==> src/rtl/bayer_mosaic.sv <==
// bayer_mosaic: Avalon-ST 24-bit RGB to 8-bit raw Bayer re-mosaic; non-video packets are re-serialised 3:1.
// Optional: define BAYER_MOSAIC_CTRL_CAPTURE_EN to take the line width from type-0xF control packets.
module bayer_mosaic #(
    parameter int unsigned WID       = 1920,
    parameter logic [1:0]  BAYER_PAT = 2'd0
) (
    input  logic        clk,
    input  logic        rst,
    input  logic [23:0] sink_data,
    input  logic        sink_valid,
    input  logic        sink_sop,
    input  logic        sink_eop,
    output logic        sink_ready,
    output logic [7:0]  source_data,
    output logic        source_valid,
    output logic        source_sop,
    output logic        source_eop,
    input  logic        source_ready,
    output logic [15:0] frame_cnt
);

    typedef enum logic [1:0] { IDLE, VIDEO, CTRL } state_e;

    localparam logic [15:0] WID_W = 16'(WID);

    state_e      state_q, state_d;
    logic [15:0] x_q, x_d;
    logic [15:0] y_q, y_d;
    logic [15:0] width_q, width_d;
    logic [15:0] fcnt_q, fcnt_d;
    logic [1:0]  sub_q, sub_d;
    logic [15:0] cbuf_q, cbuf_d;
    logic        ceop_q, ceop_d;
    logic [7:0]  dat_q, dat_d;
    logic        val_q, val_d;
    logic        sop_q, sop_d;
    logic        eop_q, eop_d;
`ifdef BAYER_MOSAIC_CTRL_CAPTURE_EN
    logic        cap_f_q, cap_f_d;
    logic [1:0]  cap_n_q, cap_n_d;
    logic [15:0] cap_w_q, cap_w_d;
`endif

    logic        adv;
    logic        hold_sub;
    logic        acc;
    logic        xp;
    logic        yp;
    logic [15:0] weff;
    logic [7:0]  pix;

    assign adv        = !val_q || source_ready;
    assign hold_sub   = (state_q == CTRL) && (sub_q != 2'd0);
    assign sink_ready = adv && !hold_sub && !rst;
    assign acc        = sink_valid && sink_ready;
    assign weff       = (width_q == '0) ? WID_W : width_q;

    // Flipping the phase by the pattern bits reduces every mosaic order to RGGB
    assign xp = x_q[0] ^ BAYER_PAT[0];
    assign yp = y_q[0] ^ BAYER_PAT[1];

    always_comb begin
        pix = sink_data[7:0];
        if (xp ^ yp) begin
            pix = sink_data[15:8];
        end else if (!yp) begin
            pix = sink_data[23:16];
        end
    end

    always_comb begin
        state_d = state_q;
        x_d     = x_q;
        y_d     = y_q;
        width_d = width_q;
        fcnt_d  = fcnt_q;
        sub_d   = sub_q;
        cbuf_d  = cbuf_q;
        ceop_d  = ceop_q;
        dat_d   = dat_q;
        val_d   = val_q;
        sop_d   = sop_q;
        eop_d   = eop_q;
`ifdef BAYER_MOSAIC_CTRL_CAPTURE_EN
        cap_f_d = cap_f_q;
        cap_n_d = cap_n_q;
        cap_w_d = cap_w_q;
`endif
        if (adv) begin
            val_d = 1'b0;
            sop_d = 1'b0;
            eop_d = 1'b0;
        end

        if (hold_sub) begin
            if (adv) begin
                val_d = 1'b1;
                dat_d = (sub_q == 2'd1) ? cbuf_q[7:0] : cbuf_q[15:8];
                if (sub_q == 2'd2) begin
                    sub_d = 2'd0;
                    eop_d = ceop_q;
                    if (ceop_q) begin
                        state_d = IDLE;
                    end
                end else begin
                    sub_d = sub_q + 2'd1;
                end
            end
        end else if (acc) begin
            if (sink_sop) begin
                val_d   = 1'b1;
                sop_d   = 1'b1;
                eop_d   = sink_eop;
                dat_d   = {4'h0, sink_data[3:0]};
                x_d     = '0;
                y_d     = '0;
                sub_d   = 2'd0;
                state_d = sink_eop ? IDLE : ((sink_data[3:0] == 4'h0) ? VIDEO : CTRL);
`ifdef BAYER_MOSAIC_CTRL_CAPTURE_EN
                cap_f_d = (sink_data[3:0] == 4'hF);
                cap_n_d = 2'd0;
`endif
            end else begin
                unique case (state_q)
                    VIDEO: begin
                        val_d = 1'b1;
                        dat_d = pix;
                        if (sink_eop) begin
                            eop_d   = 1'b1;
                            fcnt_d  = fcnt_q + 16'd1;
                            x_d     = '0;
                            y_d     = '0;
                            state_d = IDLE;
                        end else if (x_q == weff - 16'd1) begin
                            x_d = '0;
                            y_d = y_q + 16'd1;
                        end else begin
                            x_d = x_q + 16'd1;
                        end
                    end
                    CTRL: begin
                        val_d  = 1'b1;
                        dat_d  = sink_data[7:0];
                        cbuf_d = sink_data[23:8];
                        ceop_d = sink_eop;
                        sub_d  = 2'd1;
`ifdef BAYER_MOSAIC_CTRL_CAPTURE_EN
                        // Width lives entirely in payload beats 1-2; beat 3 only has to be present
                        if (cap_f_q && (cap_n_q != 2'd3)) begin
                            if (cap_n_q == 2'd0) begin
                                cap_w_d[15:4] = {sink_data[3:0], sink_data[11:8], sink_data[19:16]};
                            end else if (cap_n_q == 2'd1) begin
                                cap_w_d[3:0] = sink_data[3:0];
                            end
                            cap_n_d = cap_n_q + 2'd1;
                        end
                        if (sink_eop && cap_f_q && (cap_n_q >= 2'd2)) begin
                            width_d = cap_w_q;
                        end
`endif
                    end
                    default: ;
                endcase
            end
        end
    end

    always_ff @(posedge clk) begin
        if (rst) begin
            state_q <= IDLE;
            x_q     <= '0;
            y_q     <= '0;
            width_q <= WID_W;
            fcnt_q  <= '0;
            sub_q   <= '0;
            cbuf_q  <= '0;
            ceop_q  <= 1'b0;
            dat_q   <= '0;
            val_q   <= 1'b0;
            sop_q   <= 1'b0;
            eop_q   <= 1'b0;
`ifdef BAYER_MOSAIC_CTRL_CAPTURE_EN
            cap_f_q <= 1'b0;
            cap_n_q <= '0;
            cap_w_q <= '0;
`endif
        end else begin
            state_q <= state_d;
            x_q     <= x_d;
            y_q     <= y_d;
            width_q <= width_d;
            fcnt_q  <= fcnt_d;
            sub_q   <= sub_d;
            cbuf_q  <= cbuf_d;
            ceop_q  <= ceop_d;
            dat_q   <= dat_d;
            val_q   <= val_d;
            sop_q   <= sop_d;
            eop_q   <= eop_d;
`ifdef BAYER_MOSAIC_CTRL_CAPTURE_EN
            cap_f_q <= cap_f_d;
            cap_n_q <= cap_n_d;
            cap_w_q <= cap_w_d;
`endif
        end
    end

    assign source_data  = dat_q;
    assign source_valid = val_q;
    assign source_sop   = sop_q;
    assign source_eop   = eop_q;
    assign frame_cnt    = fcnt_q;

endmodule

==> config.mk <==
export PLATFORM = sky130hd
export DESIGN_NAME = bayer_mosaic
export DESIGN_NICKNAME = d
export VERILOG_FILES = /design/src/rtl/bayer_mosaic.sv
export SDC_FILE = /design/constraint.sdc
export NUM_CORES = 1
export LEC_CHECK = 0
export CELL_PAD_IN_SITES_DETAIL_PLACEMENT = 0
export CELL_PAD_IN_SITES_GLOBAL_PLACEMENT = 1
export CORE_AREA = 2 2 102 104
export CTS_CLUSTER_DIAMETER = 40
export DETAILED_ROUTE_END_ITERATION = 12
export DIE_AREA = 0 0 104 106
export GPL_TIMING_DRIVEN = 0
export PLACE_DENSITY = 0.87
export SLEW_MARGIN = 40
export SYNTH_ARGS = -nofsm -noshare
export SYNTH_HDL_FRONTEND = slang
export SYNTH_SLANG_ARGS = --single-unit
export TNS_END_PERCENT = 50
==> constraint.sdc <==
create_clock -name clk -period 2.2 [get_ports clk]
set_input_delay 0.33 -clock clk [delete_from_list [all_inputs] [get_ports clk]]
set_output_delay 0.33 -clock clk [all_outputs]
set_load 0.02 [all_outputs]
Yosys cells after proc, flatten, opt, wreduce, memory -nomap -nowiden
Index checks and enable logic that the tools add are counted.
Operators by class
  reductions and logical operators: 25
  muxes and demuxes: 50
  bitwise gates (word level): 3
  add/sub/neg operators: 4
  equality and inequality tests: 8
Operator list (number)
  $mux 16: 8
  $mux 8: 7
  $add 16x1->16 const B: 3
  $mux 2: 16
  $mux 1: 18
  $eq 16x11->1 const B: 1
  $pmux 8 s2: 1
  $reduce_bool 3->1: 4
  $reduce_and 3->1: 3
  $reduce_and 4->1: 2
  $reduce_and 6->1: 1
  $reduce_bool 2->1: 3
  $reduce_and 5->1: 1
  $eq 2x1->1 const B: 2
  $eq 2x2->1 const B: 2
  $logic_and 1x1->1: 4
  $logic_not 4->1: 1
  $ne 2x2->1 const B: 2
  $reduce_bool 4->1: 1
  $logic_not 1->1: 3
  $add 2x1->2 const B: 1
  $ne 2x1->1 const B: 1
  $not 1->1: 2
  $reduce_or 2->1: 1
  2 further kinds: 2
Word-level totals
  output and inout port bits: 28
  logic and storage cells: 101
  register bits: 80

Logic depth before layout (Yosys ltp)
  word-level depth: 8
  mapped depth: 10
  mapped depth without buffers: 7

Worst setup path before layout
OpenSTA, ideal clock, no wires.
  kind: flip-flop to flip-flop
  start point: reg state_q[0]
  end point: reg fcnt_q[10] (netlist: frame_cnt[10])
  library setup time: 0.128 ns
  data required time: 2.072 ns
  arrival: 2.083 ns
  stages on the path, launching flop included: 11
  period minus slack after synthesis: 2.211 ns
  setup slack: -0.011 ns
  cell sequence: dfxtp_1 inv_1 ha_1 buf_2 o21a_4 or4_4 buf_6 buf_6 nor4_1 xnor2_1 nor2_1
Between the ends
  cells in the longest elaborated chain, start to end: 7
  elaborated cells between the ends (all ways): 9
  those cells by class: eq/ne (2); bitwise (1); reduce/logical (6)
RTL lines
  start, declared: line 26  | state_e state_q, state_d;
  start signal, assigned: line 188  | state_q <= state_d;
  $eq 2x2->1: line 53  | assign hold_sub = (state_q == CTRL) && (sub_q != 2'd0);
  $logic_and 1x1->1: line 53
  $logic_not 1->1: line 54  | assign sink_ready = adv && !hold_sub && !rst;
  $logic_and 1x1->1 (2 in a row): line 54
  $logic_and 1x1->1: line 55  | assign acc = sink_valid && sink_ready;
  $reduce_and 5->1 (no source line) (*)
  end signal, assigned: line 192  | fcnt_q <= fcnt_d;
  end, declared: line 30  | logic [15:0] fcnt_q, fcnt_d;
Mark *: on every way between the ends. The rest lies on a longest branch, timed or not.
A chain may end at the register's enable or synchronous reset.

Final worst setup path
  start point: in source_ready
  end point: out sink_ready
Between the ends
  cells in the longest elaborated chain, start to end: 3
RTL lines
  start, declared: line 18  | input logic source_ready,
  $logic_or 1x1->1: line 52  | assign adv = !val_q || source_ready;
  $logic_and 1x1->1 (2 in a row): line 54
  end, declared: line 13  | output logic sink_ready,
Every way passes these cells.

==> flow_summary_export.csv <==
group,metric,value,unit
drt,vias_per_cell,5.381,
min_path,min_path_cells,2,
worst_setup_path,crit_type,"primary input to primary output",
drt,ant_nets,0,
cts,max-clock-path-buffers,2,
cts,cts.sinks,65,
floorplan,ioPinCount,58,
min_path,whs_endpoint,"source_data[2]$_SDFFE_PP0P_",
global_route,grt.total_usage,19.21,%
worst_setup_path,cp-end-kind,"primary output",
synthesis,yosys.area.top_type,"dfxtp_1",
global_route,overflow,0,
worst_setup_path,crit_start,"source_ready",
status,status,"completed",
power_and_ir_drop,irDropWorstVdd,0.2957,mV
power_and_ir_drop,power.total,2.583,mW
drt,drc,0,
global_route,grt_pass1_vias,3492,
global_route,grt_pass1_wl,17190,um
worst_setup_path,startpoint_type,"primary input",
synthesis,ys_warn_count,0,
cts,numCtsBuffers,9,
layout,antennaDiodeCount,0,
layout,layout_common_cells,"64 x nand2_1, 64 x dfxtp_1, 56 x clkdlybuf4s50_1",
synthesis,syn_inst,439,
synthesis,synth_area,3415,um^2
sta,slew_headroom,55.73,%
place,port_buffers,57,
layout,fin_nets,542,
synthesis,synthArstFlopShare,0,%
drt,num_vias,3487,
worst_setup_path,required,1.87,ns
cts,clkTransAtPathRegs,0.07,ns
floorplan,start_util,34.15,%
worst_setup_path,worstPathArrival,1.85,ns
floorplan,die_area,11020,um^2
cts,cts_tree,"done",
synthesis,yosysUniqueCellTypes,50,
place,place_congestion,0.8896,
sta,tightest_slew,0.6641,ns
floorplan,die_h,106,um
sta,drv_slew,0,
synthesis,synth_area_per_cell,7.778,um^2
drt,routedWlPerCell,15.95,um
global_route,antenna_found_initial,0,
layout,area_delta_synth_final,34.08,%
run,maxCapViolCount,0,
floorplan,rows,37,
min_path,hold_start,"source_data[2]$_SDFFE_PP0P_",
floorplan,coreArea,10000,um^2
floorplan,die_x,104,um
place,placed_cells,632,
sta,fin_skew,0.01194,ns
sta,rsz0062_at_grt,"true",
sta,hold_viol_final,0,
synthesis,synth.area.top_cells,"dfxtp_1 38%, nand2_1 7.3%, a21oi_1 7.2%, nor2_1 4.0%, nand3_1 3.5%",
power_and_ir_drop,power.density,564.2,nW/um^2
synthesis,syn-num-nets,473,
worst_setup_path,r2r_slack,0.08,ns
sta,finalCriticalPeriod,2.178,ns
cts,clock_latency,0.34,ns
layout,drive_gt1_share,10.74,%
synthesis,ys_seq_area_share,38.11,%
place,dpl.hpwl,7363,um
drt,drtPass1Iterations,5,
synthesis,synth_top_area_share,38.11,%
worst_setup_path,timing.rr.start,"state_q[0]$_SDFFE_PP0P_",
power_and_ir_drop,p_leak,1.498,nW
cts,root_buffer,"clkbuf_8",
sta,fin_setup_tns,0,ns
synthesis,ys_ff_latch,65,
drt,first_iter_violations,223,
layout,stdcell_count,648,
sta,fmax,459.2,MHz
worst_setup_path,r2r_end,"frame_cnt[7]$_SDFFE_PP0P_",
sta,setup_violations,0,
sta,period_share,98.98,%
worst_setup_path,path_max_fanout,10,
min_path,hold_path_class,"flop to flop",
worst_setup_path,ff2ff_path_depth,9,
drt,wirelength,10340,um
global_route,grt_max_degree,11,
cts,htreeDepth,3,
synthesis,synth_edf_count,0,
synthesis,synth_top_flop_cell,"dfxtp_1",
per-layer routing:
layer | vias to the layer above | wire length, um | track usage (%)
met5 | - | 0 | 0
li1 | 1728 | - | -
met4 | 0 | 162 | 6.178
met1 | 1635 | 4719 | 24.02
met2 | 110 | 4856 | 32.47
met3 | 14 | 600 | 4.844
critical path, cell delays in order:
cell             delay [ns]
clkdlybuf4s50_1        0.44
nor2b_1                0.36
clkbuf_2               0.38
nor3_4                 0.06
clkdlybuf4s15_2        0.27
power by group:
| group | switching, mW | internal (mW) |
|---|---|---|
| registers | 0.00900 | 1.19 |
| logic | 0.153 | 0.121 |
| clock network | 0.449 | 0.663 |
worst max-delay path by stage:
stage	to	depth (start not counted)	slack, ns
2_1_floorplan	frame_cnt[10]$_SDFFE_PP0P_	10	-0.01
3_3_place_gp	cbuf_q[0]$_SDFFE_PP0P_	7	-0.59
3_5_place_dp	cbuf_q[5]$_SDFFE_PP0P_	7	-0.61
4_1_cts	x_q[11]$_SDFFE_PP0P_	7	0.001
5_1_grt	frame_cnt[7]$_SDFFE_PP0P_	9	-0.04
6_report	sink_ready	5	0.02
logic make-up after synthesis:
group	after synthesis	share of synthesized area [%]
adder cells (fa/ha/maj)	4	1.466
multiplexers	12	3.555
AND/OR/NAND/NOR	208	30.52
XOR/XNOR	15	3.848
buffers and inverters	36	4.471
flip-flops	65	38.11
AO/OA/AOI/OAI	99	18.03
metrics by stage:
| step | hold slack [ns] | cell area (um^2) | util (%) | setup WS [ns] |
|---|---|---|---|---|
| 6_report | 0.4574 | 4578 | 45.78 | 0.02248 |
| 3_3_place_gp | 0.4416 | 4155 | 41.55 | -0.5889 |
| 2_1_floorplan | 0.4364 | 3415 | - | -0.01097 |
| 5_1_grt | 0.4806 | 4578 | 45.78 | -0.04117 |
| 3_5_place_dp | 0.4482 | 4161 | 41.62 | -0.6145 |
| 4_1_cts | 0.4584 | 4488 | 44.88 | 0.001004 |
synth_stat cells (5+ instances only):
cell      count
nand4_1      12
nand2_1      66
mux2i_1      11
o21ai_0      14
nand3_1      24
a21oi_1      49
nand2b_1      5
nor2b_1       6
dfxtp_1      65
a22o_1        5
nor2_1       36
nor3_1       10
o221ai_1      5
or3_1         9
xnor2_1      12
inv_1         8
clkbuf_1     21
nor4_1       14
flip-flops by register name (all words and copies together) (netlist names), named ones only:
name and cells:
ceop_q 1, source_data 8, sub_q 2, source_valid 1
state_q 2, cbuf_q 16, source_sop 1, x_q 16
y_q 1, frame_cnt 16
cell type report:
class / instances / area [um^2]
fillers: 1012 / 5421
multi-input cells: 338 / 2148
flip-flops and latches: 65 / 1303
repair buffers: 60 / 594.3
well taps: 136 / 170.2
clock buffers: 12 / 145.1
plain buffers: 26 / 122.6
clock inverters: 3 / 65.06
inverters: 8 / 30.03
repair_timing:
action | CTS | global route
hold buffers | 0 | 0
resized for setup | 27 | 18
pin swaps | 1 | 8
setup buffers | 0 | 3
setup endpoints to repair | 44 | 34
Note: power is estimated with default switching activity, not from simulation.
